### src/rtl/mem_fetch_ctrl.sv
// Window fetch controller: streams cnt_len pixels of one image row-window from BRAM into a line buffer.
// Define BRAM_REG_OUT_EN when the BRAM output register is enabled (read latency 2 instead of 1).
module mem_fetch_ctrl #(
  parameter int MAX_ROW = 540,
  parameter int MAX_COL = 540,
  parameter int DATA_W  = 8
) (
  input  logic              clk,
  input  logic              rst_n,
  input  logic              fetch_run_i,
  input  logic [19:0]       cnt_len_i,
  output logic              fetch_done_o,
  output logic [9:0]        cnt_img_row_o,
  output logic              bram_en_o,
  output logic [18:0]       bram_addr_o,
  input  logic [DATA_W-1:0] bram_rdata_i,
  output logic              buf_wr_en_o,
  output logic [10:0]       buf_wr_addr_o,
  output logic [DATA_W-1:0] buf_wr_data_o
);

`ifdef BRAM_REG_OUT_EN
  localparam int L = 2;
`else
  localparam int L = 1;
`endif

  localparam int          MAX_LEN   = 2048;
  localparam logic [18:0] ADDR_MAX  = 19'(MAX_ROW * MAX_COL - 1);
  localparam logic [9:0]  ROW_WRAP  = 10'(MAX_ROW - 3);
  localparam logic [L-1:0] LAST_ONLY = L'(1 << (L - 1));

  typedef enum logic [1:0] {IDLE, READ, DRAIN, DONE} state_e;

  state_e      state_q;
  logic        first_q;
  logic [9:0]  row_q;
  logic [11:0] len_q;
  logic [10:0] k_q;
  logic        en_q;
  logic [18:0] addr_q;
  logic        done_q;
  logic [L-1:0] vld_q;
  logic [10:0] kdly_q [L];

  logic [9:0]  row_d;
  logic [11:0] len_d;

  function automatic logic [11:0] sat_len(input logic [19:0] len);
    return (len > 20'(MAX_LEN)) ? 12'(MAX_LEN) : len[11:0];
  endfunction

  function automatic logic [18:0] clamp_addr(input logic [9:0] row, input logic [10:0] k);
    logic [19:0] a;
    a = 20'(row) * 20'(MAX_COL) + 20'(k);
    return (a > 20'(ADDR_MAX)) ? ADDR_MAX : 19'(a);
  endfunction

  // The very first fetch after reset stays on row 0; later ones advance and wrap.
  always_comb begin
    row_d = row_q;
    if (!first_q) row_d = (row_q == ROW_WRAP) ? 10'd0 : row_q + 10'd1;
    len_d = sat_len(cnt_len_i);
  end

  always_ff @(posedge clk or negedge rst_n) begin
    if (!rst_n) begin
      state_q <= IDLE;
      first_q <= 1'b1;
      row_q   <= '0;
      len_q   <= '0;
      k_q     <= '0;
      en_q    <= 1'b0;
      addr_q  <= '0;
      done_q  <= 1'b0;
    end else begin
      done_q <= 1'b0;
      case (state_q)
        IDLE: begin
          if (fetch_run_i) begin
            first_q <= 1'b0;
            row_q   <= row_d;
            len_q   <= len_d;
            k_q     <= '0;
            addr_q  <= clamp_addr(row_d, 11'd0);
            if (len_d == 12'd0) begin
              state_q <= DONE;
            end else begin
              en_q    <= 1'b1;
              state_q <= READ;
            end
          end
        end
        READ: begin
          if (12'(k_q) == len_q - 12'd1) begin
            en_q    <= 1'b0;
            state_q <= DRAIN;
          end else begin
            k_q    <= k_q + 11'd1;
            addr_q <= clamp_addr(row_q, k_q + 11'd1);
          end
        end
        // Leave once only the final write remains in flight.
        DRAIN: if (vld_q == LAST_ONLY) state_q <= DONE;
        DONE: begin
          done_q  <= 1'b1;
          state_q <= IDLE;
        end
        default: state_q <= IDLE;
      endcase
    end
  end

  // Read-latency delay line: enable and buffer index travel with the BRAM data.
  always_ff @(posedge clk or negedge rst_n) begin
    if (!rst_n) begin
      vld_q <= '0;
      for (int i = 0; i < L; i++) kdly_q[i] <= '0;
    end else begin
      vld_q[0]  <= en_q;
      kdly_q[0] <= k_q;
      for (int i = 1; i < L; i++) begin
        vld_q[i]  <= vld_q[i-1];
        kdly_q[i] <= kdly_q[i-1];
      end
    end
  end

  assign fetch_done_o  = done_q;
  assign cnt_img_row_o = row_q;
  assign bram_en_o     = en_q;
  assign bram_addr_o   = addr_q;
  assign buf_wr_en_o   = vld_q[L-1];
  assign buf_wr_addr_o = kdly_q[L-1];
  assign buf_wr_data_o = vld_q[L-1] ? bram_rdata_i : '0;

endmodule

### config.mk
export PLATFORM = sky130hd
export DESIGN_NAME = mem_fetch_ctrl
export DESIGN_NICKNAME = d
export VERILOG_FILES = /design/src/rtl/mem_fetch_ctrl.sv
export SDC_FILE = /design/constraint.sdc
export NUM_CORES = 1
export LEC_CHECK = 0
export CAP_MARGIN = 40
export CORE_MARGIN = 1.5
export CORE_UTILIZATION = 54
export CTS_BUF_LIST = sky130_fd_sc_hd__clkbuf_8
export CTS_CLUSTER_DIAMETER = 40
export DETAILED_ROUTE_END_ITERATION = 12
export PLACE_DENSITY = 0.78
export SYNTH_ARGS = -nofsm -noshare
export SYNTH_HDL_FRONTEND = slang
export SYNTH_SLANG_ARGS = --single-unit
export TNS_END_PERCENT = 10
### constraint.sdc
create_clock -name clk -period 9.1 [get_ports clk]
set_input_delay 2.73 -clock clk [delete_from_list [all_inputs] [get_ports clk]]
set_output_delay 2.73 -clock clk [all_outputs]
set_load 0.01 [all_outputs]
Word level (Yosys, flattened, before mapping). Cells that the tools add are included. W data, S select, Z words.

Flip-flop bits (word level): 69. Input port bits: 31. Output and inout bits: 51.

$add $sub $neg: 4. Multiply operators: 2. Magnitude comparators: 3. Eq/ne operators: 10. Mux-type cells: 22. Reduce and logical (&&, ||, !) cells: 7.

Operator list (number): $mux W19 (4); $gt A20 B19 Y1 const B (2); $pmux W19 S2 (1); $mul A10 B8 Y18 const B (2); $mux W11 (2); $pmux W11 S2 (1); $add A20 B11 Y20 (1); $gt A20 B12 Y1 const B (1); $mux W10 (2); $eq A11 B12 Y1 (1); $logic_not A12 Y1 (1); $mux W12 (1); $sub A12 B1 Y12 const B (1); $add A11 B1 Y11 const B (1); $add A10 B1 Y10 const B (1); $eq A10 B10 Y1 const B (1); $ne A2 B2 Y1 const B (5); $mux W2 (4); $mux W8 (1); $pmux W2 S4 (1); $reduce_and A3 Y1 (2); $eq A2 B2 Y1 const B (2); $mux W1 (4); $reduce_and A4 Y1 (1); other kinds (5) (5).

Logic depth before layout (Yosys ltp). Gate-level depths: netlist of the first run.

Depth after elaboration: 8. Gate-level depth with buffers: 25.

Least setup slack after synthesis of the first run. OpenSTA, ideal clock, no wires.

Kind: flip-flop to flip-flop. Start: register row_q[8], in the netlist cnt_img_row_o[8]. End: register addr_q[11], in the netlist bram_addr_o[11]. Arrival: 5.520 ns. Path slack: 3.454 ns. Cell stages (with the launch flop): 24. Buffers on the path: 3. Period minus slack after synthesis: 5.646 ns. Path through: dfrtp_1 > clkbuf_1 > inv_1 > ha_1 > nand4_1 > nor2_1 > clkbuf_1 > nor2_1 > ha_1 > fa_1 > inv_1 > fa_1 > inv_1 > ha_1 > a2111oi_0 > o21ai_0 > a31oi_1 > nor3_1 > o21ai_0 > mux2i_1 > nor2_1 > a21o_1 > buf_2 > a221o_1.

Word-level cells in the longest chain between the ends: 8. Elaborated cells between the ends (all ways): 14.

Ends and longest elaborated chain: start: declaration (RTL line 37) `logic [9:0] row_q;`; start signal: assignment (RTL line 82) `row_q <= row_d;`; $eq A10 B10 Y1 (*) (RTL line 62) `if (!first_q) row_d = (row_q == ROW_WRAP) ? 10'd0 : row_q + 10'd1;`; $mux W10 (*) (2 in series) (RTL line 62); net row_d[2] (RTL line 46) `logic [9:0] row_d;`; $mul A10 B8 Y18 (*) (RTL line 55) `a = 20'(row) * 20'(MAX_COL) + 20'(k);`; $gt A20 B19 Y1 (RTL line 56) `return (a > 20'(ADDR_MAX)) ? ADDR_MAX : 19'(a);`; $mux W19 (*) (RTL line 56); $mux W19 (*) (RTL line 80) `if (fetch_run_i) begin`; $pmux W19 S2 (*) (RTL line 78) `case (state_q)`; end signal: assignment (RTL line 85) `addr_q <= clamp_addr(row_d, 11'd0);`; end signal: assignment (RTL line 100) `addr_q <= clamp_addr(row_q, k_q + 11'd1);`; end: declaration (RTL line 41) `logic [18:0] addr_q;`.

The timed path passes the listed nets; every way through them passes the cells marked *. The select of a mux whose other input is x is not followed. A chain may end at the register's enable or synchronous reset.

Final worst setup path of the first run.
Start: input bram_rdata_i[2]. End: output buf_wr_data_o[2].

Word-level cells in the longest chain between the ends: 1.

Ends and longest elaborated chain: start: declaration (RTL line 16) `input logic [DATA_W-1:0] bram_rdata_i,`; $mux W8 (RTL line 135) `assign buf_wr_data_o = vld_q[L-1] ? bram_rdata_i : '0;`; end: declaration (RTL line 19) `output logic [DATA_W-1:0] buf_wr_data_o`.

Every way passes these cells.

==> results.json, run 1 <==
{
  "path_common_cell": "clkdlybuf4s50_1",
  "hp-class": "flop to flop",
  "grt_pass1_wl_mm": 28.2,
  "clk_pin_slew_ns": 0.07,
  "drt-pass1-iter-count": 5,
  "netlist_instances": 803,
  "synth_area_sq_um": 7130,
  "wl_per_cell_um": 16.0,
  "placementRows": 41,
  "insertion_delay_ns": 0.37,
  "finClkSkew_ns": 0.0114,
  "yosysWarnings": 0,
  "ys_seq_area_share_pct": 24.2,
  "crit_slowest_cell": "clkdlybuf4s50_1",
  "final_cell_mix": "inv_1 (130), ha_1 (98), clkdlybuf4s50_1 (80), dfrtp_1 (68)",
  "slew_headroom_pct": 52.9,
  "crit_path_max_incr_delay_ns": 0.53,
  "arrival_ns": 3.86,
  "antenna_found_initial": 0,
  "fmax_mhz": 152,
  "grt_setup_unrepaired": "no",
  "ys_ff_latch": 69,
  "htree_levels": 3,
  "grt_util_all_layers_pct": 24.9,
  "drc": 0,
  "initial_core_util_pct": 55.8,
  "portBuffers": 81,
  "syn_nets": 957,
  "vias": 6048,
  "synth.distinct_cells": 79,
  "peakVddDrop_v": 0.0000569,
  "final_common_cell": "inv_1",
  "synthFlopType": "dfrtp_1",
  "fin_crit_sh_pct": 72.4,
  "finalMaxSlewViolations": 0,
  "report.final.hold_viol_count": 0,
  "cts_resized": 0,
  "crit_chain": "clkdlybuf4s50_1, and2_1, clkdlybuf4s50_1",
  "setup.worst_path.start_class": "input port",
  "fill_cells": 1065,
  "routed_wl_mm": 16.9,
  "grt_pass1_vias": 5918,
  "leakage_nw": 3.99,
  "setup_tns_ns": 0,
  "hold_depth": 0,
  "end_kind": "output pin",
  "startpoint": "bram_rdata_i[2]",
  "fin_crit_ns": 6.59,
  "post_cts_buffers": 0,
  "setup_ws_ns": 2.51,
  "cts_tree": "yes",
  "synth.avg_cell_area_sq_um": 8.88,
  "drive_gt1_share_pct": 6.12,
  "regArea_sq_um": 1730,
  "pre_cts_slack_ns": 2.50,
  "gr-total-overflow": 0,
  "multiInputGateArea_sq_um": 4810,
  "min-delay-start": "k_q[6]",
  "fin_util_pct": 64.9,
  "reg2reg_depth": 20,
  "grt_max_degree": 56,
  "synthArstFlopShare_pct": 100,
  "core_area_sq_um": 12800,
  "powerDensity_nw_per_um2": 69.4,
  "path_class": "input port to output pin",
  "dr.first_iter.drc_count": 409,
  "outcome": "finished, final reports clean",
  "cts_buffers": 9,
  "holdBufCountCts": 0,
  "clk_path_buf_depth": 2,
  "vias_per_cell": 5.73,
  "place.gp.congestion": 0.917,
  "path_max_fanout": 1,
  "final_nets": 1032,
  "setup-violations-final": 0,
  "tightest_slew_ns": 0.706,
  "area_growth_pct": 16.3,
  "timing.reg2reg.setup_slack_ns": 2.75,
  "die_y_um": 118,
  "clock_sinks": 69,
  "drtAntennaViolNets": 0,
  "die-width_um": 118,
  "cap_viol_max_count": 0,
  "synth_edf_count": 0,
  "crit_required_ns": 6.37,
  "dieArea_sq_um": 13900,
  "worstReg2RegStart": "cnt_img_row_o[0]",
  "cts-root-buf": "clkbuf_8",
  "ios": 82,
  "dp_hpwl_mm": 13.7,
  "antenna_cells": 0
}
cell usage after synthesis (5+ instances only):
master    instances  area, sq um
a211oi_1         10         75.1
a21o_1            9         67.6
a21oi_1          29          145
a221o_1           6         60.1
a221oi_2          6         90.1
a22o_1           11         96.3
a311oi_1          5         43.8
a31oi_1           6         37.5
and2_1           18          113
buf_2             5         25.0
clkbuf_1         12         45.0
dfrtp_1          68         1700
fa_1             25          500
ha_1             98         1230
inv_1           130          488
mux2_2            6         67.6
nand2_1          42          158
nand3_1          30          150
nor2_1           54          203
nor2b_1           9         56.3
nor3_1           14         70.1
nor4_1            8         50.1
o211ai_1         10         75.1
o21ai_0          31          155
o21bai_1          8         60.1
o31ai_1           7         52.6
xnor2_1          53          464
xor2_1           12          105
report_power, final:
part / internal (mW) / total, mW / switching [mW]
Sequential: 0.306 / 0.306 / 0
Clock: 0.125 / 0.247 / 0.122
Combinational: 0.0129 / 0.0221 / 0.00927
Total: 0.444 / 0.576 / 0.132
stage by stage:
step | cell area (sq um) | power (mW) | instances | hold WS, ns
floorplan | 7130 | 0.313 | 803 | 0.378
global placement | 8070 | 0.333 | 1037 | 0.415
detailed placement | 8100 | 0.335 | 1039 | 0.416
CTS | 8290 | 0.579 | 1055 | 0.432
global route | 8290 | 0.590 | 1055 | 0.455
finish | 8290 | 0.576 | 1055 | 0.435
registers in the layout, summed over array words and instances (netlist names), 2 cells and up:
name / count
state_q: 2
buf_wr_addr_o: 11
cnt_img_row_o: 10
len_q: 12
k_q: 11
bram_addr_o: 19
cells by family (layout without fill, tap and decap cells):
| family | Yosys count | after routing | share of synthesized area (%) |
|---|---|---|---|
| AOI/OAI and AO/OA | 181 | 181 | 19.4 |
| xor gates and xnor gates | 65 | 65 | 7.98 |
| adders and majority gates | 123 | 123 | 24.2 |
| buffers and inverters | 152 | 232 | 8.35 |
| DFF | 69 | 69 | 24.2 |
| muxes | 10 | 10 | 1.51 |
| and+or+nand+nor | 203 | 203 | 14.3 |
path summary, 6_finish.rpt:
check / to
max: buf_wr_data_o[2]
min: buf_wr_addr_o[6]
max reg2reg: bram_addr_o[5]
min reg2reg: buf_wr_addr_o[6]
max in group asynchronous: first_q
min in group asynchronous: k_q[8]
per-layer routing:
metal  global-route usage (%)  part of all wire, %  routed length [um]  vias up
met5                        0                    0                   0        -
met4                     9.07                  2.8                 476        0
met3                     4.75                  5.6                 952       37
met2                     41.4                   46                7750      183
met1                     32.3                   46                7740     2880
li1                         -                    -                   -     2948
layout make-up:
cell class                      instances  share of cell area [%]
Clock inverter                          7                   0.800
Tap cell                              172                    2.59
Timing Repair Buffer                   86                    10.4
Sequential cell                        69                    20.8
Multi-Input combinational cell        582                    58.0
Clock buffer                            9                    1.49
Inverter                              130                    5.88
critical path: cells and delay by family:
kind                   cells  cell delay [ns]
buffers and inverters      2             0.98
AND/OR/NAND/NOR            1             0.14
No activity file was read; power rests on OpenSTA's default activity.
==> run 2, diff against run 1 <==
- PLACE_DENSITY: 0.78 -> 0.81
- clock period: 9.1 -> 5.6 ns (I/O delays scaled with it)
==> results.json, run 2 (same netlist as run 1, synthesis figures left out) <==
{
  "final_cell_mix": "inv_1 (131), ha_1 (98), clkdlybuf4s50_1 (80), dfrtp_1 (67), xnor2_1 (53)",
  "clock_sinks": 69,
  "crit_path_max_incr_delay_ns": 0.55,
  "final_common_cell": "inv_1",
  "portBuffers": 81,
  "final_nets": 1054,
  "dp_hpwl_mm": 14.0,
  "core_area_sq_um": 12800,
  "clk_path_buf_depth": 2,
  "regArea_sq_um": 1730,
  "end_kind": "flop",
  "powerDensity_nw_per_um2": 109,
  "wl_per_cell_um": 16.2,
  "clk_pin_slew_ns": 0.08,
  "drtAntennaViolNets": 0,
  "cts_tree": "yes",
  "hold_depth": 0,
  "timing.reg2reg.setup_slack_ns": 0.23,
  "fin_util_pct": 66.2,
  "dr.first_iter.drc_count": 363,
  "fin_crit_sh_pct": 95.8,
  "drive_gt1_share_pct": 8.63,
  "crit_required_ns": 5.84,
  "fin_crit_ns": 5.37,
  "hp-class": "flop to flop",
  "pre_cts_slack_ns": -0.111,
  "die-width_um": 118,
  "grt_pass1_wl_mm": 28.7,
  "dieArea_sq_um": 13900,
  "placementRows": 41,
  "crit_slowest_cell": "fa_1",
  "outcome": "finished, final reports clean",
  "crit_buf_inv": 4,
  "vias": 6150,
  "largest_register_ffs": 19,
  "cp.depth": 21,
  "insertion_delay_ns": 0.35,
  "ios": 82,
  "fill_cells": 993,
  "multiInputGateArea_sq_um": 4850,
  "setup.worst_path.start_class": "flop",
  "drt-pass1-iter-count": 4,
  "die_y_um": 118,
  "area_growth_pct": 18.7,
  "fmax_mhz": 186,
  "path_max_fanout": 14,
  "power.total_mw": 0.924,
  "finalMaxSlewViolations": 0,
  "cp_top_family": "adder cells",
  "holdBufCountCts": 0,
  "drc": 0,
  "grt_max_degree": 59,
  "htree_levels": 3,
  "routed_wl_mm": 17.5,
  "arrival_ns": 5.61,
  "cts_buffers": 9,
  "peakVddDrop_v": 0.0000833,
  "reg2reg_depth": 21,
  "grt_pass1_vias": 5904,
  "setup_ws_ns": 0.233,
  "cap_viol_max_count": 0,
  "slew_headroom_pct": 50.6,
  "cts-root-buf": "clkbuf_8",
  "vias_per_cell": 5.72,
  "setup-violations-final": 0,
  "leakage_nw": 4.10,
  "gr-total-overflow": 0,
  "grt_util_all_layers_pct": 25.5,
  "tightest_slew_ns": 0.741,
  "initial_core_util_pct": 55.8,
  "finClkSkew_ns": 0.00964,
  "antenna_cells": 0,
  "crit_chain": "buf_4, ha_1, nand4_1, nor2_1, buf_4, nor2_1, ha_1, inv_1, fa_1, fa_1, inv_1, ha_1, a2111oi_1, o21ai_1, a31oi_1, nor3_1, o21ai_1, mux2i_1, nor2_1, a21o_2, a221o_1",
  "antenna_found_initial": 0,
  "place.gp.congestion": 0.923,
  "path_class": "flop to flop",
  "report.final.hold_viol_count": 0
}
run 2: cell count changes in the layout (fill, tap and decap cells not counted), sizes merged:
cell	change
a21o	+1
buf	+21
clkinv	-2
inv	+1
run 2: power by group:
part	total, mW	internal (mW)	switching, mW
clock network	0.393	0.199	0.194
registers	0.498	0.498	0
logic	0.0333	0.0188	0.0145
run 2: path summary, 6_finish.rpt:
| check | startpoint | end |
|---|---|---|
| worst min-delay path | k_q[6] | buf_wr_addr_o[6] |
| worst min register to register | k_q[6] | buf_wr_addr_o[6] |
| max in group asynchronous | rst_n | cnt_img_row_o[1] |
| min in group asynchronous | rst_n | buf_wr_addr_o[7] |
| worst max register to register | cnt_img_row_o[0] | bram_addr_o[4] |
| worst max-delay path | cnt_img_row_o[0] | bram_addr_o[4] |
run 2: layout make-up:
class	count	share of cell area [%]
Clock buffer	9	1.46
Clock inverter	6	0.665
Inverter	130	5.77
Multi-Input combinational cell	583	57.3
Sequential cell	69	20.4
Tap cell	172	2.54
Timing Repair Buffer	107	11.8
run 2: layer usage:
metal  global-route usage, %  up-vias  wire [um]
met3                    5.18       31        989
li1                        -     2986          -
met4                    7.62        0        341
met1                    32.7     2933       7830
met2                    43.3      200       8330
met5                       0        -          0
run 2: metrics by stage:
stage | TNS (ns) | cells | instance area [sq um] | hold slack [ns]
2_1_floorplan | 0 | 803 | 7130 | 0.378
3_3_place_gp | 0 | 1057 | 8220 | 0.428
3_5_place_dp | -0.562 | 1057 | 8220 | 0.432
4_1_cts | 0 | 1072 | 8410 | 0.449
5_1_grt | -0.00236 | 1076 | 8460 | 0.469
6_report | 0 | 1076 | 8460 | 0.445
run 2: timing repair:
action                     in CTS  in global routing
cloned                          0                  1
pin swaps                       0                  2
buffers inserted                0                  3
setup endpoints to repair      13                 15
gates resized for setup         2                  9
==> run 3, diff against run 2 <==
- HOLD_SLACK_MARGIN: not set -> 0.08
==> results of run 3 <==
Same layout as run 2: the final DEF is identical, and so are final timing and power.
